==> src/rtl/regfile_write_arbiter.sv <==
// Two-requester round-robin writeback arbiter with a registered register-file write port,
// pending-write scoreboard and operand hazard detection. Define REGFILE_ARB_BYPASS_EN to enable commit bypass.
module regfile_write_arbiter #(
  parameter int NREQ = 2
) (
  input  logic        clk,
  input  logic        rst,
  input  logic        a_valid,
  input  logic [4:0]  a_rd,
  input  logic [31:0] a_data,
  output logic        a_ready,
  input  logic        b_valid,
  input  logic [4:0]  b_rd,
  input  logic [31:0] b_data,
  output logic        b_ready,
  output logic        wr_en,
  output logic [4:0]  wr_addr,
  output logic [31:0] wr_data,
  input  logic        issue_en,
  input  logic [4:0]  issue_rd,
  input  logic [4:0]  rs1,
  input  logic [4:0]  rs2,
  output logic        stall,
  output logic [31:0] pending,
  output logic        byp1_hit,
  output logic        byp2_hit
);

  generate
    if (NREQ != 2) begin : g_bad_nreq
      $error("regfile_write_arbiter supports only NREQ == 2");
    end
  endgenerate

  // ptr_q == 0 favours A, ptr_q == 1 favours B when both request.
  logic        ptr_q, ptr_d;
  logic        wr_en_q, wr_en_d;
  logic [4:0]  wr_addr_q, wr_addr_d;
  logic [31:0] wr_data_q, wr_data_d;
  logic [31:0] pending_q, pending_d;
  logic        grant_a_s, grant_b_s;
  logic        haz1_s, haz2_s, byp1_s, byp2_s;

  always_comb begin
    grant_a_s = 1'b0;
    grant_b_s = 1'b0;
    if (rst) begin
      grant_a_s = 1'b0;
      grant_b_s = 1'b0;
    end else if (a_valid && (!b_valid || (ptr_q == 1'b0))) begin
      grant_a_s = 1'b1;
    end else if (b_valid) begin
      grant_b_s = 1'b1;
    end else begin
      grant_a_s = 1'b0;
      grant_b_s = 1'b0;
    end
  end

  always_comb begin
    ptr_d     = ptr_q;
    wr_en_d   = 1'b0;
    wr_addr_d = wr_addr_q;
    wr_data_d = wr_data_q;
    if (grant_a_s) begin
      ptr_d     = 1'b1;
      wr_en_d   = (a_rd != 5'd0);
      wr_addr_d = a_rd;
      wr_data_d = a_data;
    end else if (grant_b_s) begin
      ptr_d     = 1'b0;
      wr_en_d   = (b_rd != 5'd0);
      wr_addr_d = b_rd;
      wr_data_d = b_data;
    end else begin
      ptr_d   = ptr_q;
      wr_en_d = 1'b0;
    end
  end

  // Clear on commit first so a same-cycle issue to the same register wins.
  always_comb begin
    pending_d = pending_q;
    if (wr_en_q) begin
      pending_d[wr_addr_q] = 1'b0;
    end else begin
      pending_d = pending_q;
    end
    if (issue_en && (issue_rd != 5'd0)) begin
      pending_d[issue_rd] = 1'b1;
    end else begin
      pending_d[0] = 1'b0;
    end
    pending_d[0] = 1'b0;
  end

  always_ff @(posedge clk or posedge rst) begin
    if (rst) begin
      ptr_q     <= 1'b0;
      wr_en_q   <= 1'b0;
      wr_addr_q <= 5'd0;
      wr_data_q <= 32'd0;
      pending_q <= 32'd0;
    end else begin
      ptr_q     <= ptr_d;
      wr_en_q   <= wr_en_d;
      wr_addr_q <= wr_addr_d;
      wr_data_q <= wr_data_d;
      pending_q <= pending_d;
    end
  end

  always_comb begin
    haz1_s = (rs1 != 5'd0) && pending_q[rs1];
    haz2_s = (rs2 != 5'd0) && pending_q[rs2];
`ifdef REGFILE_ARB_BYPASS_EN
    byp1_s = wr_en_q && (wr_addr_q != 5'd0) && (wr_addr_q == rs1);
    byp2_s = wr_en_q && (wr_addr_q != 5'd0) && (wr_addr_q == rs2);
`else
    byp1_s = 1'b0;
    byp2_s = 1'b0;
`endif
  end

  assign a_ready  = grant_a_s;
  assign b_ready  = grant_b_s;
  assign wr_en    = wr_en_q;
  assign wr_addr  = wr_addr_q;
  assign wr_data  = wr_data_q;
  assign pending  = pending_q;
  assign byp1_hit = byp1_s;
  assign byp2_hit = byp2_s;
  assign stall    = (haz1_s && !byp1_s) || (haz2_s && !byp2_s);

endmodule

==> config.mk <==
export PLATFORM = sky130hd
export DESIGN_NAME = regfile_write_arbiter
export DESIGN_NICKNAME = d
export VERILOG_FILES = /design/src/rtl/regfile_write_arbiter.sv
export SDC_FILE = /design/constraint.sdc
export NUM_CORES = 1
export LEC_CHECK = 0
export ABC_AREA = 1
export CAP_MARGIN = 25
export CELL_PAD_IN_SITES_DETAIL_PLACEMENT = 2
export CELL_PAD_IN_SITES_GLOBAL_PLACEMENT = 2
export CORE_ASPECT_RATIO = 0.6
export CORE_UTILIZATION = 20
export DETAILED_ROUTE_END_ITERATION = 10
export HOLD_SLACK_MARGIN = 0.05
export PLACE_DENSITY_LB_ADDON = 0.1
export SYNTH_ARGS = -nofsm -noshare
export SYNTH_HDL_FRONTEND = slang
export SYNTH_SLANG_ARGS = --single-unit
==> constraint.sdc <==
create_clock -name clk -period 2.8 [get_ports clk]
set_clock_uncertainty 0.2 [all_clocks]
set_input_delay 0.28 -clock clk [delete_from_list [all_inputs] [get_ports clk]]
set_output_delay 0.28 -clock clk [all_outputs]
set_load 0.01 [all_outputs]
==> flow_summary.ini, run 1 <==
[outcome]
status = finished clean

[sta]
fin_setup_tns_ps = 0
period_share_pct = 95.8
fmax_mhz = 373
hold_viol = 0
hold_ws_ps = 170
rsz0062_at_grt = false
min_period_ps = 2680
finalSetupViolations = 0
slew_violations = 0

[detailed_routing]
routedWlPerCell_um = 18.7
drc = 0
drt_pre_antenna_iters = 4
wirelength_um = 18400
drt-initial-drc-count = 229
via_per_inst = 4.48
ant_nets = 0
num_vias = 4422

[cts]
root_buffer = clkbuf_16
hold_buffers = 0
post_cts_buffers = 0
clock-sinks = 70
cts.reportedPaths.clkPinSlew_ps = 50
htreeDepth = 3
clkLatencyLatePin_ps = 340
clock_path_buffers = 2
cts_made_buffers = 9
cts_tree = done

[setup_path]
setup.worst_path.end_class = primary output
cp_max_fo = 6
crit_type = primary input to primary output
crit_path_start_kind = primary input
r2r_cells = 8
cp.required_ps = 2320
reg2reg_slack_ps = 780
crit-reg2reg-launch = ptr_q
worst_r2r_endpoint = wr_addr[2]
worst_ep_arrival_time_ps = 2200

[pwr]
ir_worst_vdd_mv = 0.314
leakagePower_nw = 2.75
swShare_pct = 36.5
p_seq_share_pct = 35.5
clkPwrFrac_pct = 24.7
power.internal_mw = 2.87
p_sw_mw = 1.65
combPwrFrac_pct = 39.8
p_per_area_nw_per_um2 = 731

[grt]
grt_max_degree = 71
grt_pass1_wl_um = 28800
grtUsageTotal_pct = 18.9
grt_antenna_before_repair = 0
gr-total-overflow = 0
first_global_vias = 4834

[place]
hpwlAfterDp_um = 14900
gp_congestion = 0.839
port_buffers = 165

[floorplanning]
dieArea_um2 = 20200
core_um2 = 19100
dieHeight_um = 111
io_pins = 169
die_w_um = 183
row_count = 39
initial_core_util_pct = 20.5

[final_layout]
drive_gt1_share_pct = 4.85
final_common_cell = clkdlybuf4s50_1
layout_common_cells = 159 x clkdlybuf4s50_1, 125 x nand2_1, 104 x o21ai_0
diodes = 0
final_nets = 811
syn2layout_area_growth_pct = 57.4

[logic_synthesis]
syn_area_um2 = 3930
seq_area_frac_synth_pct = 44.6
synth_seq_cells = 70
yosysWarnings = 0
synth_area_leaders = dfrtp_1 45%, o21ai_0 13%, nand2_1 12%
yosys.cell_types.count = 21
synth_largest_area_cell = dfrtp_1
synthCells = 548
synth.avg_cell_area_um2 = 7.17
synth_top_area_share_pct = 44.6

[job]
cap_violations = 0

[worst_hold_path]
min_path_type = primary input to asynchronous set/reset pin
[Yosys cell counts]
cell,n
o22ai_1,10
nand2_4,1
o211ai_1,2
inv_2,1
buf_4,11
o21ai_1,14
nand2_1,125
nor2_2,3
a21oi_1,3
nor2_1,44
or4_1,2
a31oi_1,2
inv_4,2
nand3_1,64
conb_1,1
o21ai_0,104
buf_2,5
inv_1,77
buf_6,5
dfrtp_1,70
clkbuf_2,2
[power groups by stage]
stage / sequential, mW / combinational [mW] / clock [mW]
after global placement: 1.62 / 1.75 / 0
after CTS: 1.61 / 1.81 / 1.16
after detailed placement: 1.63 / 1.80 / 0
after floorplan: 1.65 / 0.619 / 0
after global routing: 1.65 / 1.97 / 1.20
final: 1.61 / 1.80 / 1.12
[critical path, cell delays in order]
cell	delay, ps
clkdlybuf4s50_1	510
inv_1	260
nand3_1	110
nand2_1	90
nand2_1	50
nand2_1	80
inv_1	50
nand2_1	50
nand2_1	40
nand2_1	60
inv_1	40
nand2_1	50
clkdlybuf4s50_1	530
[flip-flops by register name, summed over array words and instances (netlist names)]
register	cells
wr_en	1
ptr_q	1
wr_addr	5
pending	31
wr_data	32
[through the flow]
step / std cells / instance area [µm²] / setup slack [ps] / utilization [%] / power (mW)
6_report: 987 / 6190 / 118 / 32.3 / 4.52
5_1_grt: 987 / 6190 / 9.80 / 32.3 / 4.82
4_1_cts: 986 / 6140 / 19.4 / 32.1 / 4.59
3_5_place_dp: 971 / 5850 / -74.9 / 30.6 / 3.43
3_3_place_gp: 971 / 5850 / -45.8 / 30.6 / 3.37
2_1_floorplan: 550 / 3940 / 357 / - / 2.27
[kinds of logic (layout without fill, tap and decap cells)]
family	after synthesis	count (layout)	share of synthesized area (%)
other cells	1	3	0.0954
buf+inv	103	274	12.2
simple gates	239	239	25.4
flops	70	70	44.6
compound gates	135	135	17.7
[repair_timing]
| action | in CTS | in global routing |
|---|---|---|
| pin swaps | 1 | 0 |
| gates resized for setup | 3 | 5 |
| setup endpoints to repair | 1 | 1 |
[layout make-up]
cell class / count / area, µm²
fillers: 2212 / 12900
repair buffers: 179 / 1790
flip-flops and latches: 70 / 1750
multi-input cells: 377 / 1720
well taps: 266 / 333
inverters: 80 / 309
clock buffers: 15 / 288
[metal layers]
layer  vias to the layer above  global-route usage [%]  wire [µm]
met3                        16                    5.41       1070
met2                       117                    26.2       7340
li1                       2101                       -          -
met1                      2188                    28.7       9860
met4                         0                    3.28        167
met5                         -                       0          0
[worst max path at each step]
stage / start / endpoint / depth (start not counted)
2_1_floorplan: rst / wr_data[24] / 7
3_3_place_gp: rs2[2] / stall / 12
3_5_place_dp: rs2[2] / stall / 12
4_1_cts: rs1[0] / stall / 12
5_1_grt: rs1[1] / stall / 13
6_report: rs1[1] / stall / 13
No activity file was read; power rests on OpenSTA's default activity.
==> run 2, diff against run 1 <==
--- a/config.mk
+++ b/config.mk
@@ -15,4 +15,5 @@
 export HOLD_SLACK_MARGIN = 0.05
 export PLACE_DENSITY_LB_ADDON = 0.1
+export SLEW_MARGIN = 10
 export SYNTH_ARGS = -nofsm -noshare
 export SYNTH_HDL_FRONTEND = slang
==> constraint.sdc (replaced) <==
create_clock -name clk -period 2.8 [get_ports clk]
set_clock_uncertainty 0.2 [all_clocks]
set_input_delay 0.28 -clock clk [delete_from_list [all_inputs] [get_ports clk]]
set_output_delay 0.28 -clock clk [all_outputs]
set_load 0.05 [all_outputs]
==> run 2 against run 1 <==
  * Clock power barely moved
  * Fmax up 4.8%
  * Register-to-register slack gained 250 ps
  * Critical path depth is 1 lower
  * Sequential cell count did not move
  * Routed wire length decreased by 3.3%
  * Utilization is 0.26 points lower
  * Power up 20%
  * Worst setup slack better by 120 ps
  * Combinational power rose by 51%
  * First-iteration DRC count is 20% lower
  * Via count shrank 1.1%
==> flow_summary.ini, run 2 (synthesis gave the netlist of run 1 again) <==
[floorplanning]
io_pins = 169
die_w_um = 183
initial_core_util_pct = 20.5
dieArea_um2 = 20200
core_um2 = 19100
dieHeight_um = 111
row_count = 39

[pwr]
leakagePower_nw = 2.69
power_mw = 5.42
p_per_area_nw_per_um2 = 884
ir_worst_vdd_mv = 0.446

[detailed_routing]
drc = 0
ant_nets = 0
via_per_inst = 4.45
dr_wl_met3_um = 1110
num_vias = 4374
drt-initial-drc-count = 183
wirelength_um = 17800
routedWlPerCell_um = 18.2
drt_pre_antenna_iters = 4
top_layer_used = met4
met1_length_um = 9600
routed-wl-met2_um = 7050

[final_layout]
layout_common_cells = 162 x clkdlybuf4s50_1, 125 x nand2_1, 104 x o21ai_0
largest_reg_flops = 32
syn2layout_area_growth_pct = 56.1
drive_gt1_share_pct = 5.03
diodes = 0
final_common_cell = clkdlybuf4s50_1
fill_cells = 2248
final_nets = 805

[grt]
gr-total-overflow = 0
grtUsageTotal_pct = 18.2
grt_max_degree = 71
grt_antenna_before_repair = 0
grt_pass1_wl_um = 27900
first_global_vias = 4672

[job]
cap_violations = 0

[sta]
fin_setup_tns_ps = 0
rsz0062_at_grt = false
fmax_mhz = 391
slew_headroom_pct = 37.5
period_share_pct = 91.4
min_period_ps = 2560
tightestPinTransition_ps = 937
slew_violations = 0
hold_viol = 0
finalSetupViolations = 0

[setup_path]
crit_end = stall
worst_ep_arrival_time_ps = 2080
reg2reg_slack_ps = 1030
cp_common_cell = nand2_1
crit_path_start_kind = primary input
cp_cell_sequence = clkdlybuf4s50_1 -> inv_1 -> nor2_2 -> nand2_1 -> nand3_1 -> nand2_1 -> nand3_1 -> nand3_1 -> nand2_1 -> inv_1 -> nand2_1 -> buf_12
cpMaxStageDelayCell = clkdlybuf4s50_1
r2r_cells = 7
worst_r2r_endpoint = wr_data[13]
crit-reg2reg-launch = ptr_q
cp_max_fo = 5
cpPeakStageDelay_ps = 580
cp-startpoint = rs2[2]
crit_type = primary input to primary output
setup.worst_path.end_class = primary output
cp.required_ps = 2320

[place]
gp_congestion = 0.847
hpwlAfterDp_um = 14400
port_buffers = 165

[cts]
cts.reportedPaths.clkPinSlew_ps = 50
root_buffer = clkbuf_16
cts_made_buffers = 9
clock-sinks = 70
hold_buffers = 0
post_cts_buffers = 0
cts_resized = 0
clock_path_buffers = 2
clkLatencyLatePin_ps = 330
cts_tree = done
htreeDepth = 3

[worst_hold_path]
min_path_type = register to register

[outcome]
status = finished clean
-- run 2: changes by cell type in the layout (fill, tap and decap cells not counted), sizes merged --
cell           previous run  this run
buf                      14        11
clkbuf                   15        11
inv                      79        80
dlygate4sd2               2         0
clkdlybuf4s50           159       162
clkinv                    0         4
dlymetal6s2s              4         0
-- run 2: through the flow --
stage               setup slack (ps)  area, µm²  hold WS, ps  utilization (%)  instances
finish                           240       6140          294             32.1        982
global route                    96.1       6140          323             32.1        982
CTS                              242       6140          300             32.1        982
detailed placement               250       5850          281             30.6        966
global placement                 345       5850          265             30.6        966
floorplan                        237       3950          203                -        550
-- run 2: how the worst min path moves through the flow --
stage / start / end / slack [ps] / depth (start not counted)
2_1_floorplan: b_rd[4] / wr_en / 200 / 2
3_3_place_gp: ptr_q / ptr_q / 260 / 2
3_5_place_dp: wr_data[6] / wr_data[6] / 280 / 2
4_1_cts: wr_data[21] / wr_data[21] / 300 / 2
5_1_grt: ptr_q / ptr_q / 320 / 2
6_report: ptr_q / ptr_q / 290 / 2
-- run 2: area by class of cell --
cell class	instances	area, µm²	share of cell area, %
multi-input combinational	377	1720	28.0
clock buffer	11	253	4.12
sequential	70	1750	28.5
tap	266	333	5.42
clock inverter	5	32.5	0.530
inverter	80	309	5.04
timing repair buffer	173	1740	28.4
-- run 2: power by group --
group / switching (mW) / leakage (nW) / internal [mW]
combinational: 1.85 / 1.79 / 0.867
clock: 0.448 / 0.146 / 0.648
sequential: 0.302 / 0.762 / 1.31
total: 2.60 / 2.69 / 2.82
-- run 2: layer usage --
layer	GRT usage, %	vias to the layer above
li1	-	2096
met1	28.3	2156
met2	25.1	118
met3	4.65	4
met4	2.67	0
met5	0	-
-- run 2: critical path: cells and delay by family --
| family | cells | cell delay (ps) |
|---|---|---|
| buffers and inverters | 4 | 910 |
| and+or+nand+nor | 8 | 890 |
==> run 3, diff against run 2 <==
REMOVE_ABC_BUFFERS = 1   (was default)
==> run 3 against run 2 <==
  * Routed wire length decreased by 0.36%
  * Via count is 0.16% higher
  * Sequential cell count unchanged
  * Final area increased by 0.77%
  * Critical endpoint unchanged
  * Power increased by 2.0%
  * Non-clock buffer count rose by 1
  * Sequential power hardly changed
  * Fmax grew 2.3%
  * Worst setup slack better by 56 ps
  * Clock power rose by 13%
  * First-iteration DRC count down 4.9%
==> flow_summary.ini, run 3 (synthesis gave the netlist of run 1 again) <==
[final_layout]
syn2layout_area_growth_pct = 57.3
layout_common_cells = 162 x clkdlybuf4s50_1, 125 x nand2_1, 104 x o21ai_0
fill_cells = 2222
final_nets = 806
final_common_cell = clkdlybuf4s50_1
instances_no_fill = 982
seq_area_um2 = 1750
largest_reg_flops = 32
multi_input_area_um2 = 1710
diodes = 0
drive_gt1_share_pct = 4.89
final_area_um2 = 6180

[place]
hpwlAfterDp_um = 14000
dpl_cell_area_um2 = 5840
gp_congestion = 0.806
placed_cells = 966
port_buffers = 165

[cts]
clock-sinks = 70
cts_resized = 0
root_buffer = clkbuf_16
cts_tree = done
clkLatencyLatePin_ps = 350
clock_path_buffers = 2
cts.reportedPaths.clkPinSlew_ps = 60
post_cts_buffers = 0
hold_buffers = 0
htreeDepth = 3
cts_made_buffers = 9

[sta]
fin_setup_tns_ps = 0
tightestPinTransition_ps = 581
slew_violations = 0
fmax_mhz = 399
hold_ws_ps = 170
min_period_ps = 2500
slew_headroom_pct = 61.2
rsz0062_at_grt = false
finalSetupViolations = 0
hold_viol = 0
period_share_pct = 89.4

[setup_path]
worst_ep_arrival_time_ps = 2020
setup.worst_path.end_class = primary output
crit-reg2reg-launch = ptr_q
cp_cell_sequence = clkdlybuf4s50_1 -> buf_4 -> nand2_1 -> nand3_1 -> nand3_1 -> nand3_1 -> nand2_1 -> nand2_1 -> nand2_1 -> inv_1 -> nand2_1 -> buf_12
crit_type = primary input to primary output
reg2reg_slack_ps = 990
crit_buf_inv = 4
r2r_cells = 7
cp-startpoint = rs1[0]
cp.required_ps = 2320
worst_r2r_endpoint = wr_data[17]
cp_max_fo = 12
cp_common_cell = nand2_1
cpPeakStageDelay_ps = 630
crit_family = buffers and inverters
cpMaxStageDelayCell = clkdlybuf4s50_1
crit_path_start_kind = primary input

[grt]
grt_antenna_before_repair = 0
first_global_vias = 4887
gr-total-overflow = 0
grtUsageTotal_pct = 18.5
grt_pass1_wl_um = 28700
grt_max_degree = 71

[pwr]
combPwrFrac_pct = 49.0
swShare_pct = 46.6
p_sw_mw = 2.58
p_per_area_nw_per_um2 = 895
power_mw = 5.53
clkPwrFrac_pct = 22.3
ir_worst_vdd_mv = 0.426
p_seq_share_pct = 28.7
leakagePower_nw = 2.72
power.internal_mw = 2.95

[worst_hold_path]
min_path_type = primary input to asynchronous set/reset pin

[floorplanning]
io_pins = 169
initial_core_util_pct = 20.5
core_um2 = 19100
die_w_um = 183
dieHeight_um = 111
dieArea_um2 = 20200
row_count = 39

[detailed_routing]
num_vias = 4381
drt-initial-drc-count = 174
via_per_inst = 4.46
drt_pre_antenna_iters = 4
routedWlPerCell_um = 18.1
drc = 0
ant_nets = 0
wirelength_um = 17800

[job]
cap_violations = 0

[outcome]
status = finished clean
[run 3: power groups by stage]
stage               Clock, mW  Combinational [mW]  Sequential [mW]
finish                   1.24                2.71             1.59
global route             1.31                2.89             1.64
CTS                      1.26                2.73             1.60
detailed placement          0                2.72             1.61
global placement            0                2.67             1.60
floorplan                   0               0.610             2.55
[run 3: cell type report]
class                      count  area share, %
sequential                    70           28.3
multi-input combinational    377           27.7
inverter                      80           4.94
tap                          266           5.38
timing repair buffer         174           28.6
clock inverter                 6           1.42
clock buffer                   9           3.64
[run 3: tightest hold or removal path, delay by kind of cell]
kind	cells	cell delay, ps
buffers and inverters	3	790
[run 3: how the worst max path moves through the flow]
stage / slack, ps / cells after the start / to
after floorplan: -2030 / 6 / wr_addr[2]
after global placement: 320 / 12 / stall
after detailed placement: 320 / 12 / stall
after CTS: 310 / 12 / stall
after global routing: 150 / 12 / stall
final: 300 / 12 / stall
[run 3: layer usage]
layer	up-vias	share of wire (%)	wire length (µm)	track usage (%)
li1	2099	-	-	-
met1	2158	49	8630	26.6
met2	106	44	7770	27.9
met3	18	6.5	1160	4.78
met4	0	1.2	210	3.67
met5	-	0	0	0
[run 3: stage by stage]
step / utilization (%) / setup slack [ps]
floorplan: - / -2030
global placement: 30.5 / 325
detailed placement: 30.5 / 325
CTS: 32.2 / 314
global route: 32.3 / 151
finish: 32.3 / 296
